`config.mk`:
```
export PLATFORM = sky130hd
export DESIGN_NAME = load_use_stall_unit_flat
export DESIGN_NICKNAME = d
export VERILOG_FILES = /design/src/rtl/load_use_stall_unit_pkg.sv /design/src/rtl/load_use_stall_unit_if.sv /design/src/rtl/load_use_stall_unit_hazard_compare.sv /design/src/rtl/load_use_stall_unit.sv /design/src/flat_wrapper.sv
export SDC_FILE = /design/constraint.sdc
export NUM_CORES = 1
export LEC_CHECK = 0
export ABC_CLOCK_PERIOD_IN_PS = 1800
export CORE_ASPECT_RATIO = 0.8
export CORE_MARGIN = 10
export CORE_UTILIZATION = 45
export DETAILED_ROUTE_END_ITERATION = 8
export HOLD_SLACK_MARGIN = 0.05
export PLACE_DENSITY = 0.79
export SLEW_MARGIN = 20
export SYNTH_ARGS = -nofsm -noshare
export SYNTH_HDL_FRONTEND = slang
export SYNTH_SLANG_ARGS = --single-unit
```
`constraint.sdc`:
```
create_clock -name clk -period 1.8 [get_ports clk]
set_input_delay 0.27 -clock clk [delete_from_list [all_inputs] [get_ports clk]]
set_output_delay 0.27 -clock clk [all_outputs]
set_load 0.05 [all_outputs]
```
`src/rtl/load_use_stall_unit_pkg.sv`:
```
// Shared pipeline definitions for the load-use stall stage: register address
// width, control-enable bundle and stall FSM states.
package load_use_stall_unit_pkg;

    localparam int REG_ADDR_W = 3;

    typedef struct packed {
        logic pc_write_en;
        logic ifid_write_en;
        logic idex_bubble;
    } ctl_t;

    localparam ctl_t CTL_RUN   = '{pc_write_en: 1'b1, ifid_write_en: 1'b1, idex_bubble: 1'b0};
    localparam ctl_t CTL_STALL = '{pc_write_en: 1'b0, ifid_write_en: 1'b0, idex_bubble: 1'b1};
    localparam ctl_t CTL_FLUSH = '{pc_write_en: 1'b1, ifid_write_en: 1'b1, idex_bubble: 1'b1};

    typedef enum logic {
        IDLE = 1'b0,
        HOLD = 1'b1
    } stall_state_t;

endpackage

```
`src/rtl/load_use_stall_unit_if.sv`:
```
// ID/EX hazard inputs and pipeline-control outputs of the load-use stall unit.
interface load_use_stall_unit_if #(
    parameter int CNT_W = 16
);
    import load_use_stall_unit_pkg::*;

    logic                  id_valid;
    logic [REG_ADDR_W-1:0] id_rsrc_addr;
    logic [REG_ADDR_W-1:0] id_rdst_addr;
    logic                  id_uses_rsrc;
    logic                  id_uses_rdst;
    logic                  ex_valid;
    logic                  ex_mem_read;
    logic                  ex_reg_write;
    logic [REG_ADDR_W-1:0] ex_write_addr;
    logic                  branch_flush;
    logic                  pc_write_en;
    logic                  ifid_write_en;
    logic                  idex_bubble;
    logic                  stall_active;
    logic [CNT_W-1:0]      stall_cycles;

    modport master (
        output id_valid, id_rsrc_addr, id_rdst_addr, id_uses_rsrc, id_uses_rdst,
        output ex_valid, ex_mem_read, ex_reg_write, ex_write_addr, branch_flush,
        input  pc_write_en, ifid_write_en, idex_bubble, stall_active, stall_cycles
    );

    modport slave (
        input  id_valid, id_rsrc_addr, id_rdst_addr, id_uses_rsrc, id_uses_rdst,
        input  ex_valid, ex_mem_read, ex_reg_write, ex_write_addr, branch_flush,
        output pc_write_en, ifid_write_en, idex_bubble, stall_active, stall_cycles
    );

endinterface

```
`src/rtl/load_use_stall_unit_hazard_compare.sv`:
```
// Pure combinational producer/consumer hazard check; a consumer operand matches a
// pending register write of a load in flight.
module hazard_compare
    import load_use_stall_unit_pkg::*;
(
    input  logic                  i_id_valid,
    input  logic [REG_ADDR_W-1:0] i_id_rsrc_addr,
    input  logic [REG_ADDR_W-1:0] i_id_rdst_addr,
    input  logic                  i_id_uses_rsrc,
    input  logic                  i_id_uses_rdst,
    input  logic                  i_ex_valid,
    input  logic                  i_ex_mem_read,
    input  logic                  i_ex_reg_write,
    input  logic [REG_ADDR_W-1:0] i_ex_write_addr,
    output logic                  o_hazard
);

    logic w_src_match;
    logic w_dst_match;
    logic w_producer;

    // R0 is an ordinary register, so a plain full-width compare is correct.
    assign w_src_match = i_id_uses_rsrc && (i_id_rsrc_addr == i_ex_write_addr);
    assign w_dst_match = i_id_uses_rdst && (i_id_rdst_addr == i_ex_write_addr);
    assign w_producer  = i_ex_valid && i_ex_mem_read && i_ex_reg_write;
    assign o_hazard    = i_id_valid && w_producer && (w_src_match || w_dst_match);

endmodule

```
`src/rtl/load_use_stall_unit.sv`:
```
// Load-use stall stage: freezes PC/IF-ID and bubbles ID/EX for MEM_LATENCY cycles
// per load-use hazard, applies branch flushes, counts stalled cycles.
module load_use_stall_unit
    import load_use_stall_unit_pkg::*;
#(
    parameter int MEM_LATENCY = 1,
    parameter int CNT_W       = 16
) (
    input  logic                 clk,
    input  logic                 rst,
    load_use_stall_unit_if.slave bus
);

    stall_state_t     r_state;
    stall_state_t     w_state_nxt;
    logic [2:0]       r_remain;
    logic [2:0]       w_remain_nxt;
    logic [CNT_W-1:0] r_stall_cycles;
    logic             w_hazard;
    logic             w_stall;
    ctl_t             w_ctl;

    localparam logic [2:0] HOLD_LOAD = 3'(MEM_LATENCY - 1);

    hazard_compare u_hazard_compare (
        .i_id_valid      (bus.id_valid),
        .i_id_rsrc_addr  (bus.id_rsrc_addr),
        .i_id_rdst_addr  (bus.id_rdst_addr),
        .i_id_uses_rsrc  (bus.id_uses_rsrc),
        .i_id_uses_rdst  (bus.id_uses_rdst),
        .i_ex_valid      (bus.ex_valid),
        .i_ex_mem_read   (bus.ex_mem_read),
        .i_ex_reg_write  (bus.ex_reg_write),
        .i_ex_write_addr (bus.ex_write_addr),
        .o_hazard        (w_hazard)
    );

    always_ff @(posedge clk) begin
        r_state  <= w_state_nxt;
        r_remain <= w_remain_nxt;
    end

    // Reset and flush both squash the ID/EX slot but let fetch proceed.
    always_comb begin
        w_state_nxt  = r_state;
        w_remain_nxt = r_remain;
        w_ctl        = CTL_RUN;
        w_stall      = 1'b0;
        if (rst || bus.branch_flush) begin
            w_ctl        = CTL_FLUSH;
            w_state_nxt  = IDLE;
            w_remain_nxt = 3'd0;
        end else begin
            case (r_state)
                IDLE: begin
                    if (w_hazard) begin
                        w_ctl   = CTL_STALL;
                        w_stall = 1'b1;
                        if (MEM_LATENCY > 1) begin
                            w_state_nxt  = HOLD;
                            w_remain_nxt = HOLD_LOAD;
                        end
                    end
                end
                HOLD: begin
                    // EX holds our own bubble here, so ID/EX inputs are ignored.
                    w_ctl        = CTL_STALL;
                    w_stall      = 1'b1;
                    w_remain_nxt = r_remain - 3'd1;
                    if (r_remain == 3'd1) begin
                        w_state_nxt = IDLE;
                    end
                end
                default: begin
                    w_state_nxt  = IDLE;
                    w_remain_nxt = 3'd0;
                end
            endcase
        end
    end

    always_ff @(posedge clk) begin
        if (rst) begin
            r_stall_cycles <= '0;
        end else if (w_stall && (r_stall_cycles != {CNT_W{1'b1}})) begin
            r_stall_cycles <= r_stall_cycles + 1'b1;
        end
    end

    assign bus.pc_write_en   = w_ctl.pc_write_en;
    assign bus.ifid_write_en = w_ctl.ifid_write_en;
    assign bus.idex_bubble   = w_ctl.idex_bubble;
    assign bus.stall_active  = w_stall;
    assign bus.stall_cycles  = r_stall_cycles;

endmodule

```
`src/flat_wrapper.sv`:
```
// flat-port wrapper written by rule: the top's interface ports become plain ports
module load_use_stall_unit_flat import load_use_stall_unit_pkg::*;
#(
    parameter int MEM_LATENCY = 1,
    parameter int CNT_W       = 16
)
  (clk, rst, bus_id_valid, bus_id_rsrc_addr, bus_id_rdst_addr, bus_id_uses_rsrc, bus_id_uses_rdst, bus_ex_valid, bus_ex_mem_read, bus_ex_reg_write, bus_ex_write_addr, bus_branch_flush, bus_pc_write_en, bus_ifid_write_en, bus_idex_bubble, bus_stall_active, bus_stall_cycles);
  load_use_stall_unit_if #(.CNT_W(CNT_W)) bus_i ();
  input  logic clk;
  input  logic rst;
  input wire logic [$bits(bus_i.id_valid)-1:0] bus_id_valid;
  input wire logic [$bits(bus_i.id_rsrc_addr)-1:0] bus_id_rsrc_addr;
  input wire logic [$bits(bus_i.id_rdst_addr)-1:0] bus_id_rdst_addr;
  input wire logic [$bits(bus_i.id_uses_rsrc)-1:0] bus_id_uses_rsrc;
  input wire logic [$bits(bus_i.id_uses_rdst)-1:0] bus_id_uses_rdst;
  input wire logic [$bits(bus_i.ex_valid)-1:0] bus_ex_valid;
  input wire logic [$bits(bus_i.ex_mem_read)-1:0] bus_ex_mem_read;
  input wire logic [$bits(bus_i.ex_reg_write)-1:0] bus_ex_reg_write;
  input wire logic [$bits(bus_i.ex_write_addr)-1:0] bus_ex_write_addr;
  input wire logic [$bits(bus_i.branch_flush)-1:0] bus_branch_flush;
  output wire logic [$bits(bus_i.pc_write_en)-1:0] bus_pc_write_en;
  output wire logic [$bits(bus_i.ifid_write_en)-1:0] bus_ifid_write_en;
  output wire logic [$bits(bus_i.idex_bubble)-1:0] bus_idex_bubble;
  output wire logic [$bits(bus_i.stall_active)-1:0] bus_stall_active;
  output wire logic [$bits(bus_i.stall_cycles)-1:0] bus_stall_cycles;
  assign bus_i.id_valid = bus_id_valid;
  assign bus_i.id_rsrc_addr = bus_id_rsrc_addr;
  assign bus_i.id_rdst_addr = bus_id_rdst_addr;
  assign bus_i.id_uses_rsrc = bus_id_uses_rsrc;
  assign bus_i.id_uses_rdst = bus_id_uses_rdst;
  assign bus_i.ex_valid = bus_ex_valid;
  assign bus_i.ex_mem_read = bus_ex_mem_read;
  assign bus_i.ex_reg_write = bus_ex_reg_write;
  assign bus_i.ex_write_addr = bus_ex_write_addr;
  assign bus_i.branch_flush = bus_branch_flush;
  assign bus_pc_write_en = bus_i.pc_write_en;
  assign bus_ifid_write_en = bus_i.ifid_write_en;
  assign bus_idex_bubble = bus_i.idex_bubble;
  assign bus_stall_active = bus_i.stall_active;
  assign bus_stall_cycles = bus_i.stall_cycles;
  load_use_stall_unit #(.MEM_LATENCY(MEM_LATENCY), .CNT_W(CNT_W)) u_core (.clk(clk), .rst(rst), .bus(bus_i));
endmodule
```
=== After elaboration in Yosys (flattened, before gate mapping) ===
Cells that the tools add are included.

* Register bits: 20
* Latch bits: 0
* Bits in writable memories: 0
* Memory bits (read-only): 0
* Bits of input ports: 18
* Output and inout port bits: 20
* Word-level logic and storage cells: 27
* Memories kept: 0

* Add/subtract/negate cells: 2
* $mul: 0
* Div/mod/pow operators: 0
* $lt $le $gt $ge: 0
* Eq/ne operators: 4
* Shift operators: 0
* Mux-type cells: 7
* Bitwise operators: 1
* Reduce and logical (&&, ||, !) cells: 10

{| class="wikitable"
|+ Operator list
! cell !! number
|-
| $add A16 B1 Y16 const B || 1
|-
| $ne A16 B16 Y1 const B || 1
|-
| $logic_and A1 B1 Y1 || 7
|-
| $eq A3 B3 Y1 || 2
|-
| $mux W3 || 2
|-
| $pmux W3 S2 || 1
|-
| $eq A3 B1 Y1 const B || 1
|-
| $mux W1 || 3
|-
| $sub A3 B1 Y3 const B || 1
|-
| $logic_or A1 B1 Y1 || 2
|-
| $pmux W1 S2 || 1
|-
| $reduce_or A2 Y1 || 1
|-
| $not A1 Y1 || 1
|}

=== Longest topological paths before layout ===
* Depth after elaboration: 8
* Mapped depth: 8
* Gate-level depth less buffers: 7

=== Hierarchy ===
From an unflattened synthesis, not the netlist that was laid out.

* Cells, all modules: 126
* Area total of the unflattened synthesis: 1128.6 um^2

{| class="wikitable"
|+ By module, submodules not included
! module !! instances !! cells an instance !! area each (um^2) !! sequential area each (um^2)
|-
| load_use_stall_unit || 1 || 116 || 1052.3 || 400.4
|-
| hazard_compare || 1 || 10 || 76.3 || 0.0
|}

=== Worst setup path after synthesis ===
OpenSTA, ideal clock, no wires.

* Kind: reg-to-reg
* From: register u_core.r_stall_cycles[0], in the netlist u_core.bus.stall_cycles[0]
* To: register u_core.r_stall_cycles[1], in the netlist u_core.bus.stall_cycles[1]
* Setup time: 0.128 ns
* Data arrival time: 2.024 ns
* Data required time: 1.672 ns
* Path slack: -0.351 ns
* Cell stages (with the launch flop): 9
* Path buffers: 1
* Clock period less this slack: 2.151 ns
* Cells stage by stage: dfxtp_1 > ha_1 > nand2_1 > nor4_4 > a31oi_4 > o21ai_4 > buf_8 > mux2i_1 > nor2_1

* Word-level cells in the longest chain between the ends: 2
* Elaborated cells between the ends (all ways): 3
* Classes of those cells: add/sub (1); eq/ne (1); reduce/logical (1)

{| class="wikitable"
|+ RTL lines
! element !! line !! text
|-
| from (decl) || load_use_stall_unit.sv:18 || <nowiki>logic [CNT_W-1:0] r_stall_cycles;</nowiki>
|-
| from (signal assigned) || load_use_stall_unit.sv:86 || <nowiki>r_stall_cycles <= r_stall_cycles + 1'b1;</nowiki>
|-
| branches (longest 2 deep; another with $add A16 B1 Y16) || n/a ||
|}

Parallel ways; which one is timed is not known.
A chain may end at the register's enable or synchronous reset.

=== Final worst setup path ===
* From: register u_core.r_stall_cycles[3], in the netlist u_core.bus.stall_cycles[3]
* To: register u_core.r_stall_cycles[13], in the netlist u_core.bus.stall_cycles[13]

The elaborated chain is that of the path after synthesis.

==> impl_metrics.tcl <==
set metrics [dict create \
    required_ns 2.07 \
    gr-usage-all-layers_pct 12.10 \
    finalMaxSlewViolations 0 \
    path_class "reg2reg" \
    period_needed_ns 1.737 \
    ys_warn_count 0 \
    dr.pass1.iters 4 \
    rsz0062_at_grt "yes" \
    cts_tree "done" \
    drtAntennaViolNets 0 \
    place_ws_ns -0.3099 \
    gp_congestion 0.8456 \
    dpl_cell_area_um2 1617 \
    dieArea_um2 4959 \
    drive_gt1_share_pct 37.30 \
    setup-violations-final 0 \
    worstMarginPinSlew_ns 0.4896 \
    finalCritPeriodShare_pct 96.53 \
    multi_input_area_um2 719.4 \
    cts_buffer_depth 2 \
    outcome "finished clean" \
    postSynthCellCount 130 \
    p_leak_uw 0.0007083 \
    ff_latch_area_um2 440.4 \
    dr_total_vias 1203 \
    hp-start "bus_branch_flush" \
    cts-buffers-inserted 3 \
    setup-tns-final_ns 0 \
    ys_ff_latch 20 \
    cp-end-kind "register" \
    ioPinCount 38 \
    powerDensity_nw_per_um2 414.3 \
    grt_max_degree 19 \
    skew_ns 0.001997 \
    cp-start-kind "register" \
    drt_wl_total_um 3362 \
    fp.dieH_um 65.02 \
    placed_cells 207 \
    nFillCells 207 \
    yosysSeqAreaShare_pct 35.13 \
    regToRegSetupSlack_ns 0.06 \
    maxCapViolations 0 \
    cts-htree-levels 1 \
    setup_ws_ns 0.06255 \
    critPathArrivalTime_ns 2.00 \
    numPortBuffers 37 \
    hold_class "in2reg" \
    cts-root-buf "clkbuf_4" \
    synth_area_um2 1140 \
    wl_per_cell_um 15.21 \
    final_area_um2 1772 \
    diodes 0 \
    start_util_pct 46.67 \
    power_uw 734.0 \
    synthesis.nets 151 \
    rows 16 \
    drt-initial-drc-count 72 \
    path_max_fanout 7 \
    slew_headroom_pct 67.32 \
    clock-sinks 20 \
    r2r-start "u_core.bus.stall_cycles[3]" \
    dp_hpwl_um 2446 \
    avgSynthCellArea_um2 8.768 \
    antenna_found_initial 0 \
    cts.clk_slew.worst_paths_ns 0.11 \
    holdBufCountCts 0 \
    die_w_um 76.27 \
    grt_pass1_vias 1135 \
    grt_first_pass_wirelength_um 5112 \
    final_cells 221 \
    hold_viol_final 0 \
    vias_per_cell 5.443 \
    grt-ovfl-total 0 \
    nets 207 \
    synth.distinct_cells 38 \
    clkLatencyLatePin_ns 0.31 \
    drc_errors 0 \
    core-area_um2 2442 \
    peakVddDrop_uv 313.0 \
    syn2layout_area_growth_pct 55.43 \
    maxClockFrequency_ghz 0.5756 \
    crit_start "u_core.bus.stall_cycles[3]" \
]
through the flow:
step / hold slack [ns] / utilization (%)
after floorplan: 0.4610 / -
after global placement: 0.4603 / 66.19
after detailed placement: 0.4638 / 66.19
after CTS: 0.4823 / 68.39
after global routing: 0.4645 / 72.54
final: 0.4414 / 72.54
worst max-delay path: stages, from the launching register on:
cell	delay [ns]
dfxtp_4	0.39
and4_1	0.27
nand3_1	0.18
nor4_4	0.25
nand3_1	0.13
or4_1	0.40
nand2_1	0.07
placed cells by master, fill, tap and decap left out, types with 2 or more instances in the layout:
cell type        Yosys  final
xnor2_1              7      7
nand3_1              7      7
buf_12               0      3
nor2_1               9      8
dlygate4sd2_1        0      5
nand4_1              7      7
o21ai_4              1      2
a21oi_2              1      2
o21ai_0              4      4
nor2b_1              4      4
or4_1                3      2
dfxtp_1             20      8
buf_6                1      4
xor2_1               3      3
dlymetal6s2s_1       0      5
mux2i_1              2      2
buf_4                1     31
clkdlybuf4s15_1      0      4
nand2_1              6      5
dfxtp_4              0     10
dfxtp_2              0      2
clkbuf_4             0      3
clkdlybuf4s50_1      0      2
ha_1                 3      2
o21ai_1              6      6
o31ai_1              5      5
nor3_1               3      3
nor4_4               1      2
inv_1                7      7
or3_1                6      6
a21oi_1              7      6
timing repair:
action	in CTS	in global routing
setup buffers	2	6
pin swaps	11	13
resized for setup	17	18
endpoints found under the setup margin	7	14
cloned	0	2
where the power goes:
group	switching (uW)	internal, uW	total [uW]
clock network	144	81.2	226
registers	0.0687	427	427
logic	36.2	44.9	81.1
worst paths after layout:
check / to / cells after the start
setup reg to reg: u_core.bus.stall_cycles[13] / 6
setup / recovery: u_core.bus.stall_cycles[13] / 6
hold / removal: u_core.bus.stall_cycles[11] / 5
hold reg to reg: u_core.bus.stall_cycles[7] / 1
cells in the mapped netlist:
| cell | n | share of area, % |
|---|---|---|
| dfxtp_1 | 20 | 35 |
| nor2b_1 | 4 | 2.2 |
| buf_2 | 1 | 0.44 |
| nor4_2 | 1 | 1.1 |
| nand2b_1 | 1 | 0.55 |
| o21ba_1 | 1 | 0.88 |
| nand4_1 | 7 | 3.8 |
| a31oi_4 | 1 | 1.9 |
| xnor2_1 | 7 | 5.4 |
| a21oi_2 | 1 | 0.77 |
| mux2i_1 | 2 | 1.8 |
| nand2_1 | 6 | 2.0 |
| nor4bb_1 | 1 | 0.88 |
| nor2_1 | 9 | 3.0 |
| a21oi_1 | 7 | 3.1 |
| a211oi_1 | 1 | 0.66 |
| and3_1 | 1 | 0.55 |
| nand4_2 | 1 | 1.1 |
| or4_1 | 3 | 2.0 |
| o21ai_2 | 1 | 0.77 |
| buf_6 | 1 | 0.99 |
| o21ai_4 | 1 | 1.4 |
| inv_1 | 7 | 2.3 |
| and4_1 | 1 | 0.77 |
| o21ai_1 | 6 | 2.6 |
| o21ai_0 | 4 | 1.8 |
| or2_0 | 1 | 0.55 |
| nor4_4 | 1 | 1.9 |
| o31ai_1 | 5 | 3.3 |
| or3_1 | 6 | 3.3 |
| clkbuf_1 | 2 | 0.66 |
| nor3_1 | 3 | 1.3 |
| o211ai_1 | 1 | 0.66 |
| ha_1 | 3 | 3.3 |
| buf_4 | 1 | 0.66 |
| nand3_1 | 7 | 3.1 |
| buf_8 | 1 | 1.3 |
| xor2_1 | 3 | 2.3 |
layout make-up:
| class | count | share of cell area [%] |
|---|---|---|
| clock buffers | 3 | 1.271 |
| repair buffers | 56 | 29.03 |
| clock inverters | 1 | 0.2119 |
| flip-flops and latches | 20 | 24.86 |
| multi-input cells | 98 | 40.61 |
| well taps | 36 | 2.542 |
| inverters | 7 | 1.483 |
sequential cells by signal, indices dropped and copies added (netlist names):
name / cells
u_core.r_state: 1
u_core.bus.stall_cycles: 16
u_core.r_remain: 3
layer usage:
layer,GRT usage [%],vias up,routed length (um)
li1,-,581,-
met1,12.53,572,1347
met2,21.93,45,1721
met3,6.198,5,270
met4,2.083,0,23
met5,0,-,0
kinds of logic after synthesis:
group,count (synthesis),share of synthesized area [%]
AND/OR/NAND/NOR,53,27.99
AO/OA/AOI/OAI,29,17.78
flip-flops,20,35.13
buffers and inverters,13,6.367
XOR/XNOR,10,7.684
adder cells (fa/ha/maj),3,3.293
multiplexers,2,1.756
Power figures use the tool's default switching activity.
